`src/rtl/sha256_msg_packer.sv`:
```
// Byte-stream to single-block SHA-256 message packer: collects up to 55 bytes, pads, emits 16 words.
// Optional overflow reporting and message discard is enabled by defining SHA256_PACKER_LEN_CHECK_EN.
module sha256_msg_packer #(
    parameter int HOLD_CYCLES = 3,
    parameter int MAX_BYTES   = 55
) (
    input  logic        clk,
    input  logic        rst_n,
    input  logic        rx_dv,
    input  logic [7:0]  rx_byte,
    input  logic        rx_last,
    input  logic        core_dv_flag,
    output logic        MP_dv,
    output logic [31:0] message_out,
    output logic [4:0]  counter,
    output logic        busy,
    output logic        len_err
);

    typedef enum logic [1:0] {S_COLLECT, S_PAD, S_EMIT, S_WAIT} state_t;

    state_t      state_q, state_d;
    logic [31:0] buf_q [16];
    logic [31:0] buf_d [16];
    logic [5:0]  byte_cnt_q, byte_cnt_d;
    logic [3:0]  hold_q, hold_d;
    logic [3:0]  word_idx_q, word_idx_d;
    logic [31:0] msg_q, msg_d;
    logic        seen_q, seen_d;
    logic        take_byte, go_pad, clear_buf, ovf;
    logic [1:0]  lane;
`ifdef SHA256_PACKER_LEN_CHECK_EN
    logic        drop_q, drop_d;
    logic        len_err_q, len_err_d;
`endif

    always_comb begin
        state_d    = state_q;
        byte_cnt_d = byte_cnt_q;
        hold_d     = hold_q;
        word_idx_d = word_idx_q;
        msg_d      = msg_q;
        seen_d     = seen_q;
        take_byte  = 1'b0;
        go_pad     = 1'b0;
        clear_buf  = 1'b0;
        for (int i = 0; i < 16; i++) buf_d[i] = buf_q[i];
        ovf  = (byte_cnt_q == 6'(MAX_BYTES));
        // Byte 0 of each word is its most significant lane.
        lane = 2'd3 - byte_cnt_q[1:0];
`ifdef SHA256_PACKER_LEN_CHECK_EN
        drop_d    = drop_q;
        len_err_d = 1'b0;
`endif

        case (state_q)
            S_COLLECT: begin
                if (rx_dv) begin
`ifdef SHA256_PACKER_LEN_CHECK_EN
                    if (drop_q) begin
                        drop_d = !rx_last;
                    end else if (ovf) begin
                        len_err_d  = 1'b1;
                        drop_d     = !rx_last;
                        byte_cnt_d = '0;
                        clear_buf  = 1'b1;
                    end else begin
                        take_byte = 1'b1;
                        go_pad    = rx_last;
                    end
`else
                    // Overflow bytes are dropped but rx_last still closes the message.
                    take_byte = !ovf;
                    go_pad    = rx_last;
`endif
                end
                if (take_byte) begin
                    buf_d[byte_cnt_q[5:2]][{lane, 3'b000} +: 8] = rx_byte;
                    byte_cnt_d = byte_cnt_q + 6'd1;
                end
                if (go_pad) state_d = S_PAD;
            end
            S_PAD: begin
                buf_d[byte_cnt_q[5:2]][{lane, 3'b000} +: 8] = 8'h80;
                buf_d[14]  = '0;
                buf_d[15]  = {23'd0, byte_cnt_q, 3'd0};
                hold_d     = '0;
                word_idx_d = '0;
                msg_d      = buf_d[0];
                state_d    = S_EMIT;
            end
            S_EMIT: begin
                if (hold_q == 4'(HOLD_CYCLES - 1)) begin
                    hold_d = '0;
                    if (word_idx_q == 4'd15) begin
                        state_d = S_WAIT;
                        seen_d  = 1'b0;
                    end else begin
                        word_idx_d = word_idx_q + 4'd1;
                        msg_d      = buf_q[word_idx_q + 4'd1];
                    end
                end else begin
                    hold_d = hold_q + 4'd1;
                end
            end
            S_WAIT: begin
                // Release only on a high-then-low sequence seen while waiting.
                if (core_dv_flag) begin
                    seen_d = 1'b1;
                end else if (seen_q) begin
                    seen_d     = 1'b0;
                    state_d    = S_COLLECT;
                    byte_cnt_d = '0;
                    word_idx_d = '0;
                    msg_d      = '0;
                    clear_buf  = 1'b1;
                end
            end
            default: state_d = S_COLLECT;
        endcase

        if (clear_buf) begin
            for (int i = 0; i < 16; i++) buf_d[i] = '0;
        end
    end

    always_ff @(posedge clk or negedge rst_n) begin
        if (!rst_n) begin
            state_q    <= S_COLLECT;
            byte_cnt_q <= '0;
            hold_q     <= '0;
            word_idx_q <= '0;
            msg_q      <= '0;
            seen_q     <= 1'b0;
            for (int i = 0; i < 16; i++) buf_q[i] <= '0;
`ifdef SHA256_PACKER_LEN_CHECK_EN
            drop_q     <= 1'b0;
            len_err_q  <= 1'b0;
`endif
        end else begin
            state_q    <= state_d;
            byte_cnt_q <= byte_cnt_d;
            hold_q     <= hold_d;
            word_idx_q <= word_idx_d;
            msg_q      <= msg_d;
            seen_q     <= seen_d;
            for (int i = 0; i < 16; i++) buf_q[i] <= buf_d[i];
`ifdef SHA256_PACKER_LEN_CHECK_EN
            drop_q     <= drop_d;
            len_err_q  <= len_err_d;
`endif
        end
    end

    assign MP_dv       = (state_q == S_EMIT);
    assign busy        = (state_q != S_COLLECT);
    assign counter     = {1'b0, word_idx_q};
    assign message_out = msg_q;
`ifdef SHA256_PACKER_LEN_CHECK_EN
    assign len_err     = len_err_q;
`else
    assign len_err     = 1'b0;
`endif

endmodule

```
`config.mk`:
```
export PLATFORM = sky130hd
export DESIGN_NAME = sha256_msg_packer
export DESIGN_NICKNAME = d
export VERILOG_FILES = /design/src/rtl/sha256_msg_packer.sv
export SDC_FILE = /design/constraint.sdc
export NUM_CORES = 1
export LEC_CHECK = 0
export ABC_AREA = 1
export CORE_UTILIZATION = 50
export DETAILED_ROUTE_END_ITERATION = 10
export PLACE_DENSITY = 0.75
export SYNTH_ARGS = -nofsm -noshare
export SYNTH_HDL_FRONTEND = slang
export SYNTH_SLANG_ARGS = --single-unit
```
`constraint.sdc`:
```
create_clock -name clk -period 4.7 [get_ports clk]
set_clock_uncertainty 0.2 [all_clocks]
set_input_delay 0.94 -clock clk [delete_from_list [all_inputs] [get_ports clk]]
set_output_delay 0.94 -clock clk [all_outputs]
set_load 0.02 [all_outputs]
```
# Word level (Yosys, flattened, before mapping)
# Index checks and enable logic that the tools add are counted.
# classes
eq_ne	14
bitwise_logic	2
muxes	43
addsub	5
n_reduce_logical	14
n_lt_le_gt_ge	3
shifts	3
# op_table
cell	n
bitwise mux 512 bit	2
two-way mux 512 bit	2
one-hot mux 512 bit (2 select lines)	1
two-way mux 32 bit	7
binary-select mux 32 bit (select 4 bit)	1
demux 32 bit (select 4 bit)	1
one-hot mux 32 bit (3 select lines)	1
variable shift 8 x 7 -> 32 bit (first input constant)	1
variable part select 8 x 7 -> 32 bit	1
variable part select 8 x 7 -> 32 bit (first input constant)	1
two-way mux 4 bit	5
two-way mux 6 bit	3
one-hot mux 4 bit (3 select lines)	1
one-hot mux 6 bit (2 select lines)	1
greater-or-equal comparator 5 bit (second input constant)	2
two-way mux 1 bit	10
two-way mux 2 bit	5
NOT 4 -> 5 bit	2
AND reduction 5 bit	2
adder 4 x 1 -> 4 bit (second input constant)	2
!= test 2 bit (second input constant)	4
one-hot mux 2 bit (4 select lines)	1
one-hot mux 4 bit (2 select lines)	1
nonzero test 2 bit	4
19 further kinds	23
# word_totals
word_cells	106
output_inout_bits	40
input_bits	13
reg_bits	561

# Depth between registers and ports, before layout
# depth
depth_word	9
depth_mapped	11
mapped_depth_nobuf	10

# Worst setup path after synthesis
# No wires, ideal clock.
# synth_timing
path_kind	register to register
startpoint	register byte_cnt_q[0]
endpoint	register buf_q[103] (netlist bit)
path_stages_with_launch	10
arrival_ps	2407
slack_ps	2015
setup_time_ps	77
n_path_buf	2
required_time_ps	4423
period_less_slack_ps	2685
cell_sequence	dfrtp_1 -> clkinv_1 -> clkbuf_1 -> ha_1 -> nor2_1 -> nand2_1 -> a21oi_1 -> nand2_1 -> clkbuf_1 -> o21ai_1
# synth_between
elab_chain_len	9
elab_cells_between_ends	18
classes_between	add/sub (2); eq/ne (2); shift (3); mux (9); reduce/logical (2)
# synth_rtl
element	line	rtl
start: declaration	25	logic [5:0] byte_cnt_q, byte_cnt_d;
start signal: assignment	142	byte_cnt_q <= byte_cnt_d;
subtractor 2 bit	50	lane = 2'd3 - byte_cnt_q[1:0];
negator 5 -> 7 bit	78, 84	
variable shift 8 x 7 -> 32 bit	78, 84	
two-way mux 32 bit (implied by the code)	78, 84	
demux 32 bit (select 4 bit)	78, 84	
bitwise mux 512 bit	78	buf_d[byte_cnt_q[5:2]][{lane, 3'b000} +: 8] = rx_byte;
two-way mux 512 bit	77	if (take_byte) begin
one-hot mux 512 bit (2 select lines)	56	case (state_q)
two-way mux 512 bit	122	if (clear_buf) begin
end: declaration	23	logic [31:0] buf_q [16];
# Parallel ways exist; a longest one is shown, timed or not. The select of a mux whose other input is x is not followed.
# A chain may end at the register's enable or synchronous reset.

# Final worst setup path
# layout_timing
startpoint	register word_idx_q[0]
endpoint	output counter[0]
# layout_rtl
element	line	rtl
start: declaration	27	logic [3:0] word_idx_q, word_idx_d;
start signal: assignment	144	word_idx_q <= word_idx_d;
end: declaration	15	output logic [4:0] counter,
# No word-level cell between the ends.

==> metrics.csv <==
stage,metric,value,unit
timing,f_max,272,MHz
power,leakage,0.0160,uW
clocking,"Clk pin slew, worst setup/hold paths",60,ps
cells_and_area,Diodes inserted,0,
min_path,min-delay worst type,input port to async pin,
floorplan,num rows,88,
setup_path,Critical Path RT,3560,ps
setup_path,Setup crit start kind,flip-flop,
run,max cap viols,0,
cells_and_area,area of the multi-input gates,12500,um2
drt,total iterations of the first detailed-routing run,7,
timing,worst setup margin,1020,ps
drt,top routing layer used,met4,
drt,initial drt markers,3324,
drt,ANT nets after route,0,
cells_and_area,Final #Nets,4133,
synth,yosys warns,0,
drt,drc violations,0,
setup_path,Critical Path Fanout Max,43,
timing,Slew HR,0.260,
cells_and_area,Sequential Area,14000,um2
cells_and_area,fillers,5403,
floorplan,CORE AREA,57700,um2
timing,# setup viols final,0,
clocking,Clock Latency Late Sink,630,ps
clocking,root buffer cell,clkbuf_16,
clocking,CTS tree,yes,
timing,RSZ-0062 raised after global routing,false,
synth,fraction of registers with async set/reset,1.00,
power,pwr dens,300,nW/um2
synth,predominant post-synthesis flop cell,dfrtp_1,
cells_and_area,fin cells,4919,
drt,met2 WL post-DR,40300,um
setup_path,Critical Path Sink Type,output pin,
timing,Least-Margin Pin Slew,1110,ps
cells_and_area,area growth from synthesis to layout,10.7,%
cells_and_area,"commonest cells after routing, fill and taps aside","nand2_1 (1605), dfrtp_1 (560), inv_1 (522), nand3_1 (494), o21ai_0 (377)",
clocking,H-tree depth,2,
clocking,post-CTS setup repair buffer count,0,
cells_and_area,share of cells above drive strength 1,0.0460,
synth,sequential share of the synthesized area,0.481,
run_status,status,completed,
drt,vias,27400,
setup_path,Setup Crit Path Kind,flip-flop to output pin,
placed_design,Cells after DPL,4814,
timing,Max Slew Vio Count,0,
drt,WL met3,8300,um
placed_design,PortBufs,50,
cells_and_area,"commonest non-fill, non-tap cell in the layout",nand2_1,
setup_path,crit path launch,word_idx_q[0]$_DFFE_PN0P_,
timing,"Hold Violations, Final",0,
power,Pwr Total,9690,uW
timing,minimum clock period,3680,ps
grt,initial antenna violation count,0,
synth,Unique masters post-synth,33,
placed_design,GP Congestion,0.962,
synth,number of synthesized flops with an enable pin,0,
drt,WL per Instance,18.4,um
setup_path,CP cell instances,"buf_4, clkdlybuf4s50_1",
synth,"Avg Cell Area, Syn",7.03,um2
clocking,number of gates resized after CTS,0,
clocking,Clock Sinks,561,
grt,first-pass GRT wire length,144000,um
timing,aggregate negative setup slack,0,ps
placed_design,Place WS,829,ps
clocking,clk buf depth,3,
timing,Final Hold Slack,148,ps
synth,Synth Register Bits,561,
power,worst vdd rail ir drop,0.267,mV
floorplan,I/O pin cnt,53,
grt,GRT overflow,0,
clocking,CTS Hold Bufs,0,
drt,drt via density,5.57,
drt,final wirelength,90300,um
setup_path,Arrival @ worst endpoint,2540,ps
setup_path,Slowest cell on crit path,dfrtp_4,
drt,Metal-1 WL,37900,um
timing,period utilisation layout,0.783,
setup_path,reg2reg start,byte_cnt_q[0]$_DFFE_PN0P_,
grt,vias in the first global route,25500,
synth,Post-Syn Instances,4153,
floorplan,die area,59400,um2
grt,largest net degree at the start of global routing,207,
setup_path,worst reg-to-reg setup slack,1160,ps
floorplan,Starting Density,0.506,
setup_path,max incr delay on CP,700,ps
floorplan,die outline height,244,um
setup_path,Critical Path Sink,counter[0],
setup_path,FF-to-FF path depth,8,
synth,Syn Std Cell Area,29200,um2
placed_design,post-DP HPWL,57700,um
grt,GRT Overall Usage,0.305,
floorplan,Die Wd,244,um
clocking,Num CTS Buffers,57,
setup_path,Worst R2R End,buf_q[260]$_DFFE_PN0P_,
worst max-delay path: cells and delay by family, from the launching register on:
| family | cells | cell delay (ps) |
|---|---|---|
| DFF | 1 | 700 |
| buffers and inverters | 2 | 1220 |
power breakdown:
part	switching [uW]	leakage (uW)	internal (uW)	total, uW
Sequential	13.4	0.00767	4850	4870
Combinational	145	0.00741	42.9	188
Clock	1990	0.000935	2640	4640
state kept, by name (all words and copies together), names as in the netlist:
register     count
buf_q          512
byte_cnt_q       6
hold_q           4
message_out     32
seen_q           1
state_q          2
word_idx_q       4
cell families after synthesis:
family,synth area share
DFF,0.481
xor gates and xnor gates,0.00270
other,0.000128
buffers and inverters,0.0964
AOI/OAI and AO/OA,0.0896
adders and majority gates,0.00514
and+or+nand+nor,0.326
area by class of cell:
type,instances,share of cell area
inverter,528,0.0616
tap,765,0.0296
multi-input combinational,2857,0.385
clock inverter,21,0.00584
clock buffer,84,0.0523
sequential,561,0.434
timing repair buffer,103,0.0314
metal layers:
metal	vias to the layer above	GRT usage
li1	12900	-
met1	13000	0.434
met2	1311	0.461
met3	233	0.0518
met4	0	0.128
met5	-	0
worst min path at each step:
stage	endpoint	slack [ps]	from
2_1_floorplan	buf_q[16]$_DFFE_PN0P_	240	buf_q[16]$_DFFE_PN0P_
3_3_place_gp	buf_q[402]$_DFFE_PN0P_	250	buf_q[402]$_DFFE_PN0P_
3_5_place_dp	buf_q[401]$_DFFE_PN0P_	260	buf_q[401]$_DFFE_PN0P_
4_1_cts	buf_q[267]$_DFFE_PN0P_	170	rst_n
5_1_grt	buf_q[264]$_DFFE_PN0P_	200	rst_n
6_report	buf_q[267]$_DFFE_PN0P_	150	rst_n
stage by stage:
stage	utilization	cell area [um2]
CTS	0.560	32300
detailed placement	0.528	30500
global placement	0.528	30500
global route	0.560	32300
finish	0.560	32300
floorplan	-	29200
cell usage after synthesis, drive strengths merged, types with 6 or more instances:
master  number  area, um2
ha          12        150
clkbuf     153        574
inv        527       1980
dfrtp      561      14000
nand2     1620       6120
nor2       153        579
nor3        31        166
a21oi       43        215
nand3      495       2480
nand4       23        144
buf         55        260
o211ai       6       50.1
xor2         7       61.3
o21ai      456       2320
Power figures use the tool's default switching activity.
